`src/rtl/c3lib_strap_capture.sv`:
```
// ----------------------------------------------------------------------------
// c3lib_strap_capture
//
// Sampling and lock stage for static configuration straps (tie cells / strap
// pads). The raw strap vector is synchronized, must then hold the same value
// for STABLE_CNT consecutive samples, and is then latched into strap_out with
// strap_valid. Once locked, the synchronized straps keep being compared with
// the latched word, and any difference sets the sticky strap_changed flag.
// The latched word itself never follows the pins after lock. Only a
// capture_req taken in LOCKED starts a new filter pass.
//
// Parameters
//   WIDTH        strap vector width (1..64)
//   SYNC_STAGES  synchronizer depth on strap_in (0..3, 0 = no synchronizer)
//   STABLE_CNT   identical consecutive samples needed to lock (1..65535)
//   RESET_VAL    strap_out value from reset until the first lock
//
// Ports
//   clk            block clock
//   rst            synchronous active-high reset
//   strap_in       raw strap values, asynchronous to clk
//   capture_req    re-capture request, only acted on while locked
//   clr_changed    clears strap_changed (a same-cycle set wins)
//   strap_out      latched configuration word
//   strap_valid    strap_out holds a locked value
//   strap_changed  sticky: synchronized straps differed from strap_out in LOCKED
//   busy           high while synchronizing / filtering
//
// Every output is a flop. There is no combinational path from any input.
// ----------------------------------------------------------------------------
module c3lib_strap_capture #(
   parameter int unsigned      WIDTH       = 8,
   parameter int unsigned      SYNC_STAGES = 2,
   parameter int unsigned      STABLE_CNT  = 16,
   parameter logic [WIDTH-1:0] RESET_VAL   = {WIDTH{1'b0}}
) (
   input  logic             clk,
   input  logic             rst,
   input  logic [WIDTH-1:0] strap_in,
   input  logic             capture_req,
   input  logic             clr_changed,
   output logic [WIDTH-1:0] strap_out,
   output logic             strap_valid,
   output logic             strap_changed,
   output logic             busy
);

   // The counter is wide enough to hold STABLE_CNT itself, and it saturates
   // there, so it can never wrap.
   localparam int unsigned     CW       = $clog2(STABLE_CNT + 1);
   localparam logic [CW-1:0]   CNT_MAX  = CW'(STABLE_CNT);
   localparam logic [CW-1:0]   CNT_ONE  = CW'(1);

   // SYNC always spends at least one cycle, even when the synchronizer is
   // bypassed, so the first filter sample comes from a clean post-reset edge.
   localparam int unsigned     SYNC_LEN  = (SYNC_STAGES == 0) ? 1 : SYNC_STAGES;
   localparam logic [1:0]      SYNC_LAST = 2'(SYNC_LEN - 1);

   typedef enum logic [1:0] {
      ST_SYNC   = 2'd0,
      ST_FILTER = 2'd1,
      ST_LOCKED = 2'd2
   } state_t;

   state_t           state;
   logic [1:0]       sync_cnt;
   logic [CW-1:0]    cnt;
   logic [CW-1:0]    cnt_nxt;
   logic [WIDTH-1:0] s;
   logic [WIDTH-1:0] s_prev;
   logic             changed_set;

   // ------------------------------------------------------------------------
   // Input synchronizer. s is the synchronized strap vector that every
   // decision below looks at.
   // ------------------------------------------------------------------------
   generate
      if (SYNC_STAGES == 0) begin : g_nosync
         assign s = strap_in;
      end else begin : g_sync
         logic [SYNC_STAGES-1:0][WIDTH-1:0] sync_q;

         always_ff @(posedge clk) begin
            if (rst) begin
               sync_q <= '0;
            end else begin
               sync_q[0] <= strap_in;
               for (int i = 1; i < SYNC_STAGES; i++) begin
                  sync_q[i] <= sync_q[i-1];
               end
            end
         end

         assign s = sync_q[SYNC_STAGES-1];
      end
   endgenerate

   // ------------------------------------------------------------------------
   // Stability counter next value. A change reloads to 1, meaning this sample
   // is the first of a new run. Otherwise the counter counts up and sticks at
   // STABLE_CNT. The counter enters FILTER at 0, so the first filter sample
   // always gives 1, whatever s_prev holds.
   // ------------------------------------------------------------------------
   always_comb begin
      cnt_nxt = cnt;
      if (s != s_prev) begin
         cnt_nxt = CNT_ONE;
      end else if (cnt != CNT_MAX) begin
         cnt_nxt = cnt + CNT_ONE;
      end
   end

   // Mismatch against the held word only counts while locked. This includes
   // the cycle in which a capture_req is taken.
   assign changed_set = (state == ST_LOCKED) && (s != strap_out);

   // ------------------------------------------------------------------------
   // Control FSM with registered outputs.
   // ------------------------------------------------------------------------
   always_ff @(posedge clk) begin
      if (rst) begin
         state         <= ST_SYNC;
         sync_cnt      <= 2'd0;
         cnt           <= '0;
         s_prev        <= '0;
         strap_out     <= RESET_VAL;
         strap_valid   <= 1'b0;
         strap_changed <= 1'b0;
         busy          <= 1'b1;
      end else begin
         s_prev        <= s;
         // Set has priority over clear, so a persisting mismatch keeps the
         // flag up through a clr_changed pulse.
         strap_changed <= changed_set | (strap_changed & ~clr_changed);

         case (state)
            ST_SYNC: begin
               // Flush the synchronizer before trusting any sample.
               if (sync_cnt == SYNC_LAST) begin
                  state <= ST_FILTER;
               end else begin
                  sync_cnt <= sync_cnt + 2'd1;
               end
            end

            ST_FILTER: begin
               cnt <= cnt_nxt;
               // Lock on the same edge the run length reaches STABLE_CNT.
               // With STABLE_CNT=1 this is the very first filter sample.
               if (cnt_nxt == CNT_MAX) begin
                  strap_out   <= s;
                  strap_valid <= 1'b1;
                  busy        <= 1'b0;
                  state       <= ST_LOCKED;
               end
            end

            ST_LOCKED: begin
               // strap_out keeps its old value through the new filter pass.
               // Only strap_valid tells consumers that it is stale.
               if (capture_req) begin
                  strap_valid <= 1'b0;
                  busy        <= 1'b1;
                  cnt         <= '0;
                  state       <= ST_FILTER;
               end
            end

            default: begin
               state <= ST_SYNC;
            end
         endcase
      end
   end

endmodule

```
`config.mk`:
```
export PLATFORM = sky130hd
export DESIGN_NAME = c3lib_strap_capture
export DESIGN_NICKNAME = d
export VERILOG_FILES = /design/src/rtl/c3lib_strap_capture.sv
export SDC_FILE = /design/constraint.sdc
export NUM_CORES = 1
export LEC_CHECK = 0
export CAP_MARGIN = 40
export CORE_MARGIN = 4
export CORE_UTILIZATION = 44
export DETAILED_ROUTE_END_ITERATION = 8
export PLACE_DENSITY = 0.78
export SETUP_SLACK_MARGIN = 0.1
export SLEW_MARGIN = 20
export SYNTH_ARGS = -nofsm -noshare
export SYNTH_HDL_FRONTEND = slang
export SYNTH_SLANG_ARGS = --single-unit
```
`constraint.sdc`:
```
create_clock -name clk -period 2.2 [get_ports clk]
set_input_delay 0.44 -clock clk [delete_from_list [all_inputs] [get_ports clk]]
set_output_delay 0.44 -clock clk [all_outputs]
set_load 0.01 [all_outputs]
```
Word level (Yosys, flattened, before mapping)
Index checks and enable logic that the tools add are counted.
- flip-flop bits (word level): 44
- bits of input ports: 12
- output and inout port bits: 11
- word-level logic and storage cells: 48
- add/subtract/negate cells: 2
- equality and inequality tests: 10
- mux-type cells: 14
- bitwise operators: 4
- reductions and logical operators: 8
- operator list (kind ; number):
    != test 8 bit ; 2
    two-way mux 5 bit ; 3
    case mux 5 bit (2 select lines) ; 1
    two-way mux 2 bit ; 3
    != test 2 bit, second input constant ; 3
    case mux 2 bit (3 select lines) ; 1
    AND reduction 2 bit ; 3
    AND reduction 3 bit ; 2
    adder 5 x 1 -> 5 bit, second input constant ; 1
    == test 5 bit, second input constant ; 1
    != test 5 bit, second input constant ; 1
    == test 2 x 1 -> 1 bit, second input constant ; 2
    two-way mux 1 bit ; 4
    case mux 1 bit (2 select lines) ; 2
    adder 2 x 1 -> 2 bit, second input constant ; 1
    == test 2 bit, second input constant ; 1
    zero test 2 bit ; 1
    NOT 1 bit ; 2
    nonzero test 2 bit ; 1
    AND 1 bit ; 1
    logical AND 1 bit ; 1
    bitwise OR 1 bit ; 1

Longest topological paths before layout
- word-level depth: 6
- depth in mapped cells: 8
- mapped depth without buffers: 7

Worst setup path before layout
No wires, ideal clock.
- path kind: flip-flop to flip-flop
- from: reg cnt[0]
- to: reg strap_out[0]
- library setup time: 121 ps
- arrival: 1855 ps
- required time: 2079 ps
- slack: 224 ps
- cell stages (with the launch flop): 9
- path buffers: 1
- period minus slack after synthesis: 1976 ps
- cell sequence: dfxtp_1 -> inv_1 -> ha_1 -> and4bb_2 -> a22oi_2 -> a2111oi_4 -> nand2_1 -> buf_6 -> mux2_4
- longest elaborated chain between the ends: 5
- elaborated cells on any way between the ends: 6
- those cells by class: 1 x add/sub; 2 x eq/ne; 2 x mux; 1 x reduce/logical
- ends and longest elaborated chain (element ; line ; text):
    start: declaration ; 67 ; logic [CW-1:0] cnt;
    start signal: assignment ; 147 ; cnt <= cnt_nxt;
    adder 5 x 1 -> 5 bit / != test 5 bit (equally long branches) ; 109, 108 ;
    two-way mux 5 bit * ; 108 ; end else if (cnt != CNT_MAX) begin
    two-way mux 5 bit * ; 106 ; if (s != s_prev) begin
    == test 5 bit * ; 150 ; if (cnt_nxt == CNT_MAX) begin
    AND reduction 2 bit (no line) * ; -- ;
    end signal: assignment ; 151 ; strap_out <= s;
    end: declaration ; 42 ; output logic [WIDTH-1:0] strap_out,
Every way passes the cells marked *; elsewhere a longest branch is shown, timed or not.
A chain may end at the register's enable or synchronous reset.

Worst setup path after layout
- from: reg cnt[0]
- to: reg strap_out[6]
The elaborated chain is that of the path after synthesis.

==> flow_summary.json <==
{
  "outcome": "finished clean",
  "endpoint_kind": "register",
  "dp_slack_ns": 0.06650,
  "rsz0062_at_grt": "no",
  "clock_skew_ns": 0.007574,
  "grt_antenna_before_repair": 0,
  "yosysUniqueCellTypes": 34,
  "wl_um": 2968,
  "first_pass_iters": 4,
  "finalWeightedCongestion": 0.8950,
  "cts-htree-levels": 2,
  "yosysWarnings": 0,
  "drtIter0Drc": 55,
  "final_cell_area_mm2": 0.002250,
  "path_class": "reg2reg",
  "post-route-period-util": 0.8928,
  "hold_class": "reg2reg",
  "ys_seq_area_frac": 0.4889,
  "synthCells": 172,
  "slew_violations": 0,
  "core_area_mm2": 0.003799,
  "cts.sinks": 44,
  "place_area_mm2": 0.002121,
  "tns_ns": 0,
  "routedWlPerCell_um": 11.82,
  "antenna_cells": 0,
  "area_delta_synth_final_pct": 24.86,
  "timing.max_cap.violations": 0,
  "first_global_vias": 1176,
  "die_w_um": 71.99,
  "ctsHoldBuffers": 0,
  "ant_nets": 0,
  "synth_area_mm2": 0.001802,
  "vias_per_cell": 4.785,
  "overflow": 0,
  "grt_pass1_wl_um": 5244,
  "cp_max_fo": 11,
  "powerDensity_mw_per_mm2": 758.6,
  "maxSlewHeadroom": 0.6919,
  "p_leak_nw": 0.9041,
  "tightest_slew_ns": 0.4586,
  "layout_setup_ws_ns": 0.2358,
  "initial_core_util": 0.4743,
  "finalHoldWorstSlack_ns": 0.4417,
  "hpwlAfterDp_um": 2077,
  "fin_nets": 217,
  "numCtsBuffers": 5,
  "worstPathArrival_ns": 2.15,
  "required_ns": 2.38,
  "ir_drop_mv": 0.4145,
  "syn-num-nets": 187,
  "dieArea_mm2": 0.005183,
  "setup_violations": 0,
  "drc": 0,
  "clk_path_buf_depth": 2,
  "grt_max_degree": 45,
  "synth_seq_cells": 44,
  "drive_gt1_frac": 0.1576,
  "critPathLaunchType": "register",
  "port_buffers": 22,
  "p_total_mw": 1.707,
  "grt_usage": 0.1321,
  "stdcell_count": 251,
  "clock.fmax_ghz": 0.5091,
  "ioPinCount": 23,
  "vias": 1201,
  "clockRootBuffer": "clkbuf_8",
  "num_rows": 22,
  "die_y_um": 71.99,
  "clock_latency_ns": 0.29,
  "fin_util": 0.5922,
  "period_needed_ns": 1.964,
  "synth_area_per_cell_um2": 10.48,
  "fillers": 320,
  "clk_pin_slew_ns": 0.09,
  "hold_viol_final": 0,
  "dp_cells": 242,
  "cts_tree": "yes"
}
[cell type report]
| type | count | area, um2 | share of cell area |
|---|---|---|---|
| Clock inverter | 3 | 46.29 | 0.02058 |
| Multi-Input combinational cell | 118 | 877.1 | 0.3899 |
| Inverter | 4 | 15.01 | 0.006674 |
| Tap cell | 48 | 60.06 | 0.02670 |
| Sequential cell | 44 | 884.6 | 0.3932 |
| Timing Repair Buffer | 29 | 297.8 | 0.1324 |
| Clock buffer | 5 | 68.82 | 0.03059 |
[per-layer routing]
metal | global-route usage | vias to the layer above | wire length [um]
li1 | - | 630 | -
met1 | 0.1577 | 537 | 1406
met2 | 0.2010 | 27 | 1315
met3 | 0.04986 | 7 | 177
met4 | 0.07933 | 0 | 68
met5 | 0 | - | 0
[worst max-delay path, cell delays in order, from the launching register on]
cell and delay (ns):
dfxtp_4 0.37, inv_2 0.06, ha_1 0.15, and4bb_2 0.25, a22oi_2 0.10, a2111oi_4 0.34, nand2_2 0.12, buf_12 0.16
mux2_4 0.29
[sequential cells by signal, indices dropped and copies added (netlist names)]
signal	flops
g_sync.sync_q	8
s	8
s_prev	8
strap_out	8
cnt	5
state	2
sync_cnt	2
busy	1
strap_changed	1
strap_valid	1
[power breakdown]
part	switching (mW)	total [mW]	internal (mW)
Combinational	0.104	0.210	0.106
Sequential	0.0342	0.877	0.843
Clock	0.277	0.619	0.342
[synth_stat cells, drive strengths merged]
library cell,number,area (um2)
and2,2,12.51
nor2,7,26.28
nor4,3,31.28
xnor2,9,78.83
nand2,7,26.28
nand2b,3,18.77
a31oi,2,12.51
a21oi,7,35.03
o21a,1,7.510
inv,4,15.01
nand3,4,20.02
nand3b,1,7.510
dfxtp,44,880.8
nor3,2,10.01
a22oi,2,20.02
a2111oi,1,27.53
nand4,3,18.77
nor2b,35,219.0
mux2,8,116.4
o21ai,3,15.01
a211oi,1,7.510
and3,1,6.260
a211o,1,8.760
ha,3,37.54
xor2,9,78.83
clkbuf,3,11.26
buf,3,20.01
and4bb,2,25.02
nor3b,1,7.510
[cell families after synthesis]
group | after synthesis | synth area share
simple gates | 71 | 0.2382
xor+xnor | 18 | 0.08750
compound gates | 18 | 0.07431
buf+inv | 10 | 0.02569
flops | 44 | 0.4889
fa+ha+maj | 3 | 0.02084
mux | 8 | 0.06458
[placed cells by master, fill, tap and decap left out, types with 2 or more instances in the layout]
master,instances
buf_12,2
inv_1,3
nand2b_1,3
o21ai_0,3
nor2b_1,35
nor4_2,2
nand2_1,6
xor2_1,9
a31oi_1,2
nor3_1,2
nor2_1,7
mux2_4,7
clkdlybuf4s50_1,22
ha_1,3
and2_1,2
xnor2_1,9
nand4_1,3
nand3_1,4
clkbuf_8,5
dfxtp_1,43
a21oi_1,7
buf_4,5
and4bb_2,2
[path summary, 6_finish.rpt]
check,slack [ns],from,cells after the start,endpoint
hold / removal,0.44,g_sync.sync_q[2]$_SDFF_PP0_,1,s[2]$_SDFF_PP0_
setup reg to reg,0.24,cnt[0]$_SDFFE_PP0P_,8,strap_out[6]$_SDFFE_PP0P_
hold reg to reg,0.44,g_sync.sync_q[2]$_SDFF_PP0_,1,s[2]$_SDFF_PP0_
setup / recovery,0.24,cnt[0]$_SDFFE_PP0P_,8,strap_out[6]$_SDFFE_PP0P_
[repair_timing]
item                                    CTS  global route
setup buffers                             1             0
pin swaps                                 1             2
resized for setup                         1             3
endpoints found under the setup margin    9             9
Power figures use the tool's default switching activity.
